File: config.mk
export PLATFORM = sky130hd
export DESIGN_NAME = operand_fetch_flat
export DESIGN_NICKNAME = d
export VERILOG_FILES = /design/src/rtl/operand_fetch_if.sv /design/src/rtl/operand_fetch.sv /design/src/flat_wrapper.sv
export SDC_FILE = /design/constraint.sdc
export NUM_CORES = 1
export LEC_CHECK = 0
export BUFFER_PORTS_ARGS = -buffer_cell sky130_fd_sc_hd__buf_2
export CAP_MARGIN = 15
export CORE_ASPECT_RATIO = 0.6
export CORE_MARGIN = 3
export CORE_UTILIZATION = 35
export CTS_CLUSTER_DIAMETER = 200
export DETAILED_ROUTE_END_ITERATION = 8
export PLACE_DENSITY = 0.75
export SETUP_SLACK_MARGIN = 0.5
export SLEW_MARGIN = 20
export SYNTH_ARGS = -nofsm -noshare
export SYNTH_HDL_FRONTEND = slang
export SYNTH_SLANG_ARGS = --single-unit
File: constraint.sdc
create_clock -name clk -period 1.9 [get_ports clk]
set_input_delay 0 -clock clk [delete_from_list [all_inputs] [get_ports clk]]
set_output_delay 0 -clock clk [all_outputs]
set_load 0.1 [all_outputs]
File: src/rtl/operand_fetch_if.sv
// Handshake and bus signals for operand fetch: decode-side input, register-file
// and data-memory read ports, and the execute-side output bundle.
interface operand_fetch_if;
    logic        in_valid;
    logic        in_ready;
    logic [5:0]  in_op;
    logic [1:0]  in_srctype;
    logic [3:0]  in_src;
    logic [3:0]  in_daddr;
    logic [7:0]  in_imm8;

    logic [3:0]  rf_raddr_d;
    logic [3:0]  rf_raddr_s;
    logic [15:0] rf_rdata_d;
    logic [15:0] rf_rdata_s;

    logic [15:0] dm_addr;
    logic [15:0] dm_rdata;

    logic        out_valid;
    logic        out_ready;
    logic [5:0]  out_op;
    logic [3:0]  out_daddr;
    logic [15:0] out_dval;
    logic [15:0] out_sval;
    logic        out_halt;

    modport slave (
        input  in_valid, in_op, in_srctype, in_src, in_daddr, in_imm8,
        input  rf_rdata_d, rf_rdata_s, dm_rdata, out_ready,
        output in_ready, rf_raddr_d, rf_raddr_s, dm_addr,
        output out_valid, out_op, out_daddr, out_dval, out_sval, out_halt
    );

    modport master (
        output in_valid, in_op, in_srctype, in_src, in_daddr, in_imm8,
        output rf_rdata_d, rf_rdata_s, dm_rdata, out_ready,
        input  in_ready, rf_raddr_d, rf_raddr_s, dm_addr,
        input  out_valid, out_op, out_daddr, out_dval, out_sval, out_halt
    );
endinterface

File: src/rtl/operand_fetch.sv
// Operand fetch stage: reads register operands, resolves the source value
// (register, immediate or data memory) and holds a bundle for execute.
module operand_fetch (
    input  logic           clk,
    input  logic           reset,
    operand_fetch_if.slave bus
);

    typedef enum logic [1:0] {
        RUN,
        MEMWAIT,
        HALTED
    } state_e;

    state_e      state_q, state_d;
    logic        out_valid_q, out_valid_d;
    logic        out_halt_q, out_halt_d;
    logic [5:0]  out_op_q, out_op_d;
    logic [3:0]  out_daddr_q, out_daddr_d;
    logic [15:0] out_dval_q, out_dval_d;
    logic [15:0] out_sval_q, out_sval_d;

    logic        is_imm8;
    logic        is_sys;
    logic        is_mem;
    logic [15:0] sval_direct;
    logic        accept;
    logic        out_xfer;
    logic        in_ready;

    assign bus.rf_raddr_d = bus.in_daddr;
    assign bus.rf_raddr_s = bus.in_src;

    // sys never issues a load; it always completes as a one-cycle bundle.
    always_comb begin
        is_imm8 = bus.in_op[5];
        is_sys  = (bus.in_op == 6'b000000);
        is_mem  = !is_imm8 && !is_sys && bus.in_srctype[1];

        sval_direct = bus.rf_rdata_s;
        if (is_imm8) begin
            sval_direct = {8'h00, bus.in_imm8};
        end else if (bus.in_srctype == 2'b01) begin
            sval_direct = {{12{bus.in_src[3]}}, bus.in_src};
        end
    end

    assign bus.dm_addr = bus.in_srctype[0] ? {12'h000, bus.in_src} : bus.rf_rdata_s;

    always_comb begin
        in_ready = 1'b0;
        if (state_q == RUN) begin
            in_ready = !out_valid_q || bus.out_ready;
        end
    end

    assign accept   = bus.in_valid && in_ready;
    assign out_xfer = out_valid_q && bus.out_ready;

    always_comb begin
        state_d     = state_q;
        out_valid_d = out_valid_q;
        out_halt_d  = out_halt_q;
        out_op_d    = out_op_q;
        out_daddr_d = out_daddr_q;
        out_dval_d  = out_dval_q;
        out_sval_d  = out_sval_q;

        unique case (state_q)
            RUN: begin
                if (accept) begin
                    out_op_d    = bus.in_op;
                    out_daddr_d = bus.in_daddr;
                    out_dval_d  = bus.rf_rdata_d;
                    out_halt_d  = is_sys;
                    if (is_mem) begin
                        out_valid_d = 1'b0;
                        state_d     = MEMWAIT;
                    end else begin
                        out_sval_d  = sval_direct;
                        out_valid_d = 1'b1;
                        if (is_sys) begin
                            state_d = HALTED;
                        end
                    end
                end else if (out_xfer) begin
                    out_valid_d = 1'b0;
                end
            end
            MEMWAIT: begin
                out_sval_d  = bus.dm_rdata;
                out_valid_d = 1'b1;
                state_d     = RUN;
            end
            HALTED: begin
                if (out_xfer) begin
                    out_valid_d = 1'b0;
                end
            end
            default: begin
                state_d = RUN;
            end
        endcase
    end

    always_ff @(posedge clk) begin
        if (reset) begin
            state_q     <= RUN;
            out_valid_q <= 1'b0;
            out_halt_q  <= 1'b0;
            out_op_q    <= '0;
            out_daddr_q <= '0;
            out_dval_q  <= '0;
            out_sval_q  <= '0;
        end else begin
            state_q     <= state_d;
            out_valid_q <= out_valid_d;
            out_halt_q  <= out_halt_d;
            out_op_q    <= out_op_d;
            out_daddr_q <= out_daddr_d;
            out_dval_q  <= out_dval_d;
            out_sval_q  <= out_sval_d;
        end
    end

    assign bus.in_ready  = in_ready;
    assign bus.out_valid = out_valid_q;
    assign bus.out_halt  = out_halt_q;
    assign bus.out_op    = out_op_q;
    assign bus.out_daddr = out_daddr_q;
    assign bus.out_dval  = out_dval_q;
    assign bus.out_sval  = out_sval_q;

endmodule

File: src/flat_wrapper.sv
// flat-port wrapper written by rule: the top's interface ports become plain ports
module operand_fetch_flat 
  (clk, reset, bus_in_valid, bus_in_op, bus_in_srctype, bus_in_src, bus_in_daddr, bus_in_imm8, bus_rf_rdata_d, bus_rf_rdata_s, bus_dm_rdata, bus_out_ready, bus_in_ready, bus_rf_raddr_d, bus_rf_raddr_s, bus_dm_addr, bus_out_valid, bus_out_op, bus_out_daddr, bus_out_dval, bus_out_sval, bus_out_halt);
  operand_fetch_if bus_i ();
  input  logic clk;
  input  logic reset;
  input wire logic [$bits(bus_i.in_valid)-1:0] bus_in_valid;
  input wire logic [$bits(bus_i.in_op)-1:0] bus_in_op;
  input wire logic [$bits(bus_i.in_srctype)-1:0] bus_in_srctype;
  input wire logic [$bits(bus_i.in_src)-1:0] bus_in_src;
  input wire logic [$bits(bus_i.in_daddr)-1:0] bus_in_daddr;
  input wire logic [$bits(bus_i.in_imm8)-1:0] bus_in_imm8;
  input wire logic [$bits(bus_i.rf_rdata_d)-1:0] bus_rf_rdata_d;
  input wire logic [$bits(bus_i.rf_rdata_s)-1:0] bus_rf_rdata_s;
  input wire logic [$bits(bus_i.dm_rdata)-1:0] bus_dm_rdata;
  input wire logic [$bits(bus_i.out_ready)-1:0] bus_out_ready;
  output wire logic [$bits(bus_i.in_ready)-1:0] bus_in_ready;
  output wire logic [$bits(bus_i.rf_raddr_d)-1:0] bus_rf_raddr_d;
  output wire logic [$bits(bus_i.rf_raddr_s)-1:0] bus_rf_raddr_s;
  output wire logic [$bits(bus_i.dm_addr)-1:0] bus_dm_addr;
  output wire logic [$bits(bus_i.out_valid)-1:0] bus_out_valid;
  output wire logic [$bits(bus_i.out_op)-1:0] bus_out_op;
  output wire logic [$bits(bus_i.out_daddr)-1:0] bus_out_daddr;
  output wire logic [$bits(bus_i.out_dval)-1:0] bus_out_dval;
  output wire logic [$bits(bus_i.out_sval)-1:0] bus_out_sval;
  output wire logic [$bits(bus_i.out_halt)-1:0] bus_out_halt;
  assign bus_i.in_valid = bus_in_valid;
  assign bus_i.in_op = bus_in_op;
  assign bus_i.in_srctype = bus_in_srctype;
  assign bus_i.in_src = bus_in_src;
  assign bus_i.in_daddr = bus_in_daddr;
  assign bus_i.in_imm8 = bus_in_imm8;
  assign bus_i.rf_rdata_d = bus_rf_rdata_d;
  assign bus_i.rf_rdata_s = bus_rf_rdata_s;
  assign bus_i.dm_rdata = bus_dm_rdata;
  assign bus_i.out_ready = bus_out_ready;
  assign bus_in_ready = bus_i.in_ready;
  assign bus_rf_raddr_d = bus_i.rf_raddr_d;
  assign bus_rf_raddr_s = bus_i.rf_raddr_s;
  assign bus_dm_addr = bus_i.dm_addr;
  assign bus_out_valid = bus_i.out_valid;
  assign bus_out_op = bus_i.out_op;
  assign bus_out_daddr = bus_i.out_daddr;
  assign bus_out_dval = bus_i.out_dval;
  assign bus_out_sval = bus_i.out_sval;
  assign bus_out_halt = bus_i.out_halt;
  operand_fetch u_core (.clk(clk), .reset(reset), .bus(bus_i));
endmodule
==> impl_metrics.toml, run 1 <==
[yosys]
ys_types = 37
ys_ff_latch = 46
avgSynthCellArea_um2 = 8.24
synth.net_count = 380
syn_inst = 300
yosys_warnings = 0
netlist_area_um2 = 2470
ys_seq_area_share_pct = 37.3

[die]
die_w_um = 114
core-area_um2 = 6760
ios = 145
die_height_um = 71.1
rows = 23
dieArea_um2 = 8140
start_util_pct = 36.5

[status]
status = "complete, no violations"

[placed_design]
placed_cells = 508
portBuffers = 144
hpwlAfterDp_um = 5640
gp_congestion = 0.784
pre_cts_ws_ps = 314

[timing]
rsz0062_at_grt = "yes"
finalSetupViolations = 0
slew_headroom_pct = 66.8
hold_viol_final = 0
report.final.slew_viol_count = 0
max_freq_mhz = 708
tightest_slew_ps = 502
period_minus_slack_ps = 1410
holdWs_ps = 95.8
fin_ws_ps = 487
fin_skew_ps = 7.26
setup_tns_ps = 0
fin_crit_sh_pct = 74.4

[global_routing]
grt_pass1_wl_um = 13000
antenna_found_initial = 0
grt_max_degree = 28
grt_usage_pct = 19.4
grt-ovfl-total = 0
first_global_vias = 2723

[setup_path]
reg2regPathDepth = 5
cp_max_fo = 6
r2r_slack_ps = 490
crit_type = "flop to flop"
start_kind = "flop"
crit_required_ps = 2070
critPathCaptureType = "flop"
cp.arrival_ps = 1580
rr_startpoint = "u_core.state_q[0]$_SDFFE_PP0P_"
reg2reg_to = "u_core.state_q[1]$_SDFFE_PP0P_"

[worst_hold_path]
hold_path_class = "primary input to flop"
holdPathStages = 3
holdPathEnd = "u_core.bus.out_sval[3]$_SDFFE_PP0P_"
hold_path.startpoint = "bus_dm_rdata[3]"

[run]
cap_violations = 0

[pwr]
powerDensity_nw_per_um2 = 912
max-vdd-ir-drop_v = 0.000468
leakage_nw = 1.84

[cells_and_area]
nNetsFinal = 542
drive_above_1_share_pct = 47.9
area_delta_synth_final_pct = 59.7
final_util_pct = 58.4
fin_cells = 550
n_antenna_cell = 0

[clock_network]
clock_path_buffers = 2
cts_tree = "done"
clk_latency_ps = 280
cts_inserted_buffers = 5
path_clk_slew_ps = 70
clkSinkCount = 46
h-tree-depth = 2
cts_root_buf = "clkbuf_16"

[route]
drt_iter0_drc = 105
wire_per_inst_um = 14.9
drc = 0
totalWireLength_um = 8170
num_vias = 2772
drtPass1Iterations = 4
vias_per_cell = 5.04
final_antenna_net_count = 0
-- worst max-delay path by stage --
stage	to	from	depth (start not counted)	slack [ps]
5_1_grt	u_core.bus.out_sval[10]$_SDFFE_PP0P_	u_core.state_q[1]$_SDFFE_PP0P_	6	430
3_5_place_dp	u_core.bus.out_sval[6]$_SDFFE_PP0P_	bus_in_srctype[0]	5	310
3_3_place_gp	u_core.bus.out_sval[13]$_SDFFE_PP0P_	bus_in_srctype[0]	6	410
6_report	u_core.state_q[1]$_SDFFE_PP0P_	u_core.state_q[0]$_SDFFE_PP0P_	5	490
4_1_cts	u_core.bus.out_sval[3]$_SDFFE_PP0P_	u_core.state_q[1]$_SDFFE_PP0P_	6	490
2_1_floorplan	bus_dm_addr[10]	bus_in_srctype[0]	3	200
-- final cells by class --
cell class,count,area (um^2)
multi-input combinational,216,1550
inverter,6,27.5
sequential,46,927
tap,87,109
fill,600,2820
clock inverter,1,8.76
timing repair buffer,187,1170
clock buffer,7,153
-- per-stage QoR --
stage / total power [W] / area [um^2]
2_1_floorplan: 0.00232 / 2630
3_3_place_gp: 0.00254 / 3300
3_5_place_dp: 0.00256 / 3300
4_1_cts: 0.00355 / 3800
5_1_grt: 0.00375 / 3950
6_report: 0.00360 / 3950
-- routing by layer --
metal  vias up  routed length (um)  global-route usage [%]
met5         -                   0                       0
met1      1294                3480                    24.2
met4         0                  45                    2.77
li1       1370                   -                       -
met3         6                 653                    5.73
met2       102                3990                    34.2
-- registers in the layout, indices dropped and copies added (netlist names) --
register              cells
u_core.bus.out_daddr      4
u_core.bus.out_dval      16
u_core.bus.out_op         6
u_core.bus.out_halt       1
u_core.bus.out_valid      1
u_core.bus.out_sval      16
u_core.state_q            2
-- worst max-delay path: stages, from the launching register on --
cell     delay, ps
dfxtp_2        350
inv_4           80
ha_4           190
nand3_4        130
a211o_1        320
a32o_1         220
-- kinds of logic after synthesis --
group | after synthesis | share of synthesized area (%)
multiplexers | 7 | 3.04
adder cells (fa/ha/maj) | 4 | 2.03
flip-flops | 46 | 37.3
AO/OA/AOI/OAI | 87 | 27.5
buffers and inverters | 39 | 8.41
AND/OR/NAND/NOR | 117 | 21.7
-- cells in the final DEF (no fill, tap or decap), types with 3 or more instances in the layout --
cell,synthesis,layout
a21o_1,8,8
buf_6,1,4
inv_1,6,4
buf_4,8,11
nand2_1,54,54
mux2i_1,3,3
a221oi_2,11,16
dfxtp_1,46,43
a22oi_2,0,8
mux2_2,4,4
a22oi_1,11,3
nor2b_1,19,18
clkbuf_16,0,6
buf_2,6,143
a21oi_1,37,37
dlygate4sd3_1,0,26
nor2_1,29,28
-- report_power, final --
part,switching (W),leakage [nW],internal [W]
registers,0.0000465,0.380,0.00105
clock network,0.000363,0.0801,0.000562
logic,0.00118,1.38,0.000396
-- Yosys cell counts --
master	n	area [um^2]
a2111oi_0	5	43.8
a221oi_2	11	165
nor2_4	1	11.3
or4_4	1	11.3
and3b_1	1	8.76
a21o_1	8	60.1
buf_6	1	11.3
and3_1	2	12.5
a22oi_1	11	82.6
o21ai_0	2	10.0
clkbuf_1	15	56.3
buf_2	6	30.0
nand2_1	54	203
nor2b_1	19	119
a211o_1	2	17.5
buf_12	1	20.0
o21ai_2	1	8.76
a32o_1	2	20.0
inv_1	6	22.5
buf_4	8	60.1
and2_0	1	6.26
mux2i_1	3	30.0
and2_1	1	6.26
ha_1	4	50.1
nand2b_1	4	25.0
nor4b_1	1	8.76
a221oi_1	6	52.6
buf_1	2	7.51
a21oi_1	37	185
nor2_1	29	109
o21ba_4	1	16.3
dfxtp_1	46	921
o21bai_4	1	18.8
or2_2	1	6.26
nand3_1	1	5.00
nor3_1	1	5.00
mux2_2	4	45.0
-- timing repair --
action	4_1_cts	5_1_grt
pin swaps	0	9
buffers inserted	5	1
setup endpoints to repair	46	45
gates cloned	0	2
endpoints found under the hold margin	26	0
hold buffers	26	0
gates resized for setup	10	26
(Power assumes the default switching activity.)
==> run 2: changes to the inputs <==
--- a/config.mk
+++ b/config.mk
@@ -12,7 +12,7 @@
 export CORE_UTILIZATION = 35
 export CTS_CLUSTER_DIAMETER = 200
 export DETAILED_ROUTE_END_ITERATION = 8
-export PLACE_DENSITY = 0.75
+export PLACE_DENSITY = 0.77
 export SETUP_SLACK_MARGIN = 0.5
 export SLEW_MARGIN = 20
 export SYNTH_ARGS = -nofsm -noshare
==> constraint.sdc (replaced) <==
create_clock -name clk -period 1.2 [get_ports clk]
set_input_delay 0 -clock clk [delete_from_list [all_inputs] [get_ports clk]]
set_output_delay 0 -clock clk [all_outputs]
set_load 0.1 [all_outputs]
==> run 2 against run 1 <==
The run now ends with negative setup slack left. Clock power rose by 60%. Count of clock-buffer cells in the layout unchanged. Critical path depth rose by 1. Critical path type unchanged. Critical endpoint unchanged. Largest power group unchanged.
==> impl_metrics.toml, run 2 (synthesized netlist as in run 1, its figures left out) <==
[status]
violations = "negative setup slack"
status = "finished with violations"

[setup_path]
cp_max_fo = 6
path_cells = "inv_4, ha_4, buf_4, nand3_4, a211o_1, a32o_1"
cpMaxStageDelayCell = "dfxtp_2"
r2r_slack_ps = -290
rr_startpoint = "u_core.state_q[1]$_SDFFE_PP0P_"
reg2reg_to = "u_core.state_q[1]$_SDFFE_PP0P_"
path_delay_family = "compound AO/OA/AOI/OAI gates"
slowest_delay_ps = 330
crit_type = "flop to flop"
crit_buf_inv = 2
critPathLaunch = "u_core.state_q[1]$_SDFFE_PP0P_"
cp.depth = 6
cp.arrival_ps = 1660
start_kind = "flop"
reg2regPathDepth = 6
endpoint = "u_core.state_q[1]$_SDFFE_PP0P_"
critPathCaptureType = "flop"
crit_required_ps = 1370

[die]
start_util_pct = 36.5
rows = 23
dieArea_um2 = 8140
die_height_um = 71.1
die_w_um = 114
ios = 145
core-area_um2 = 6760

[route]
drt_iter0_drc = 180
drtPass1Iterations = 4
totalWireLength_um = 10600
top_layer_used = "met4"
num_vias = 3025
met3_length_um = 803
final_antenna_net_count = 0
met1_length_um = 4220
vias_per_cell = 5.22
wl_met2_um = 5440
drc = 0
wire_per_inst_um = 18.2

[global_routing]
antenna_found_initial = 0
grt_max_degree = 28
grt_usage_pct = 24.2
grt_pass1_wl_um = 15900
grt-ovfl-total = 0
first_global_vias = 3168

[timing]
report.final.slew_viol_count = 0
setup_tns_ps = -10170
max_freq_mhz = 671
holdWs_ps = 97.4
finalSetupViolations = 47
slew_headroom_pct = 54.1
fin_crit_sh_pct = 124
rsz0062_at_grt = "yes"
period_minus_slack_ps = 1490
fin_skew_ps = 4.62
tightest_slew_ps = 687
hold_viol_final = 0
fin_ws_ps = -290

[run]
cap_violations = 0

[pwr]
max-vdd-ir-drop_v = 0.000841
powerDensity_nw_per_um2 = 1210
leakage_nw = 2.40
total_power_w = 0.00668

[clock_network]
clk_latency_ps = 280
cts_root_buf = "clkbuf_16"
h-tree-depth = 2
clkSinkCount = 46
cts_inserted_buffers = 5
clock_path_buffers = 2
path_clk_slew_ps = 60
cts_tree = "done"

[cells_and_area]
n_antenna_cell = 0
final_common_cell = "buf_2"
nNetsFinal = 572
final_cell_mix = "82 x buf_2, 69 x buf_12, 44 x nand2_1"
area_delta_synth_final_pct = 123
drive_above_1_share_pct = 69.4

[worst_hold_path]
hold_path_class = "primary input to flop"

[placed_design]
hpwlAfterDp_um = 6030
gp_congestion = 0.881
portBuffers = 144
-- run 2: worst min path at each step --
stage,startpoint,to,slack [ps],cells after the start
floorplan,bus_in_daddr[0],u_core.bus.out_daddr[0]$_SDFFE_PP0P_,130,2
global placement,bus_rf_rdata_d[11],u_core.bus.out_dval[11]$_SDFFE_PP0P_,230,3
detailed placement,bus_rf_rdata_d[12],u_core.bus.out_dval[12]$_SDFFE_PP0P_,240,3
CTS,bus_in_op[3],u_core.bus.out_op[3]$_SDFFE_PP0P_,70,4
global route,bus_in_op[3],u_core.bus.out_op[3]$_SDFFE_PP0P_,100,4
finish,bus_dm_rdata[14],u_core.bus.out_sval[14]$_SDFFE_PP0P_,100,3
-- run 2: through the flow --
| stage | utilization, % | setup WS [ps] | std cells | instance area, um^2 |
|---|---|---|---|---|
| 4_1_cts | 76.3 | -242 | 568 | 5160 |
| 5_1_grt | 81.7 | -333 | 580 | 5520 |
| 3_5_place_dp | 55.5 | -376 | 525 | 3750 |
| 3_3_place_gp | 55.5 | -305 | 525 | 3750 |
| 6_report | 81.7 | -290 | 580 | 5520 |
| 2_1_floorplan | - | -368 | 300 | 2750 |
-- run 2: power breakdown --
group	total [W]	internal, W	switching, W
clock network	0.00148	0.000900	0.000578
registers	0.00183	0.00168	0.000146
logic	0.00337	0.00132	0.00205
-- run 2: final cells by class --
class / count / area (um^2)
Inverter: 6 / 25.0
Fill cell: 342 / 1240
Multi-Input combinational cell: 216 / 1820
Clock buffer: 7 / 154
Tap cell: 87 / 109
Sequential cell: 46 / 991
Clock inverter: 1 / 7.51
Timing Repair Buffer: 217 / 2420
-- run 2: per-layer routing --
| metal | up-vias | track usage (%) |
|---|---|---|
| li1 | 1431 | - |
| met1 | 1462 | 29.4 |
| met2 | 119 | 44.0 |
| met3 | 13 | 5.30 |
| met4 | 0 | 5.14 |
| met5 | - | 0 |
-- run 2: tightest hold or removal path, stage by stage --
cell and delay, ps:
buf_2 100, a22oi_2 150, a221oi_2 80
-- run 2: timing repair --
item	CTS	global route
setup endpoints to repair	104	104
hold endpoints to repair	24	0
hold buffers	24	0
gates resized for setup	248	60
pin swaps	14	25
cloned	1	2
setup buffers	10	10
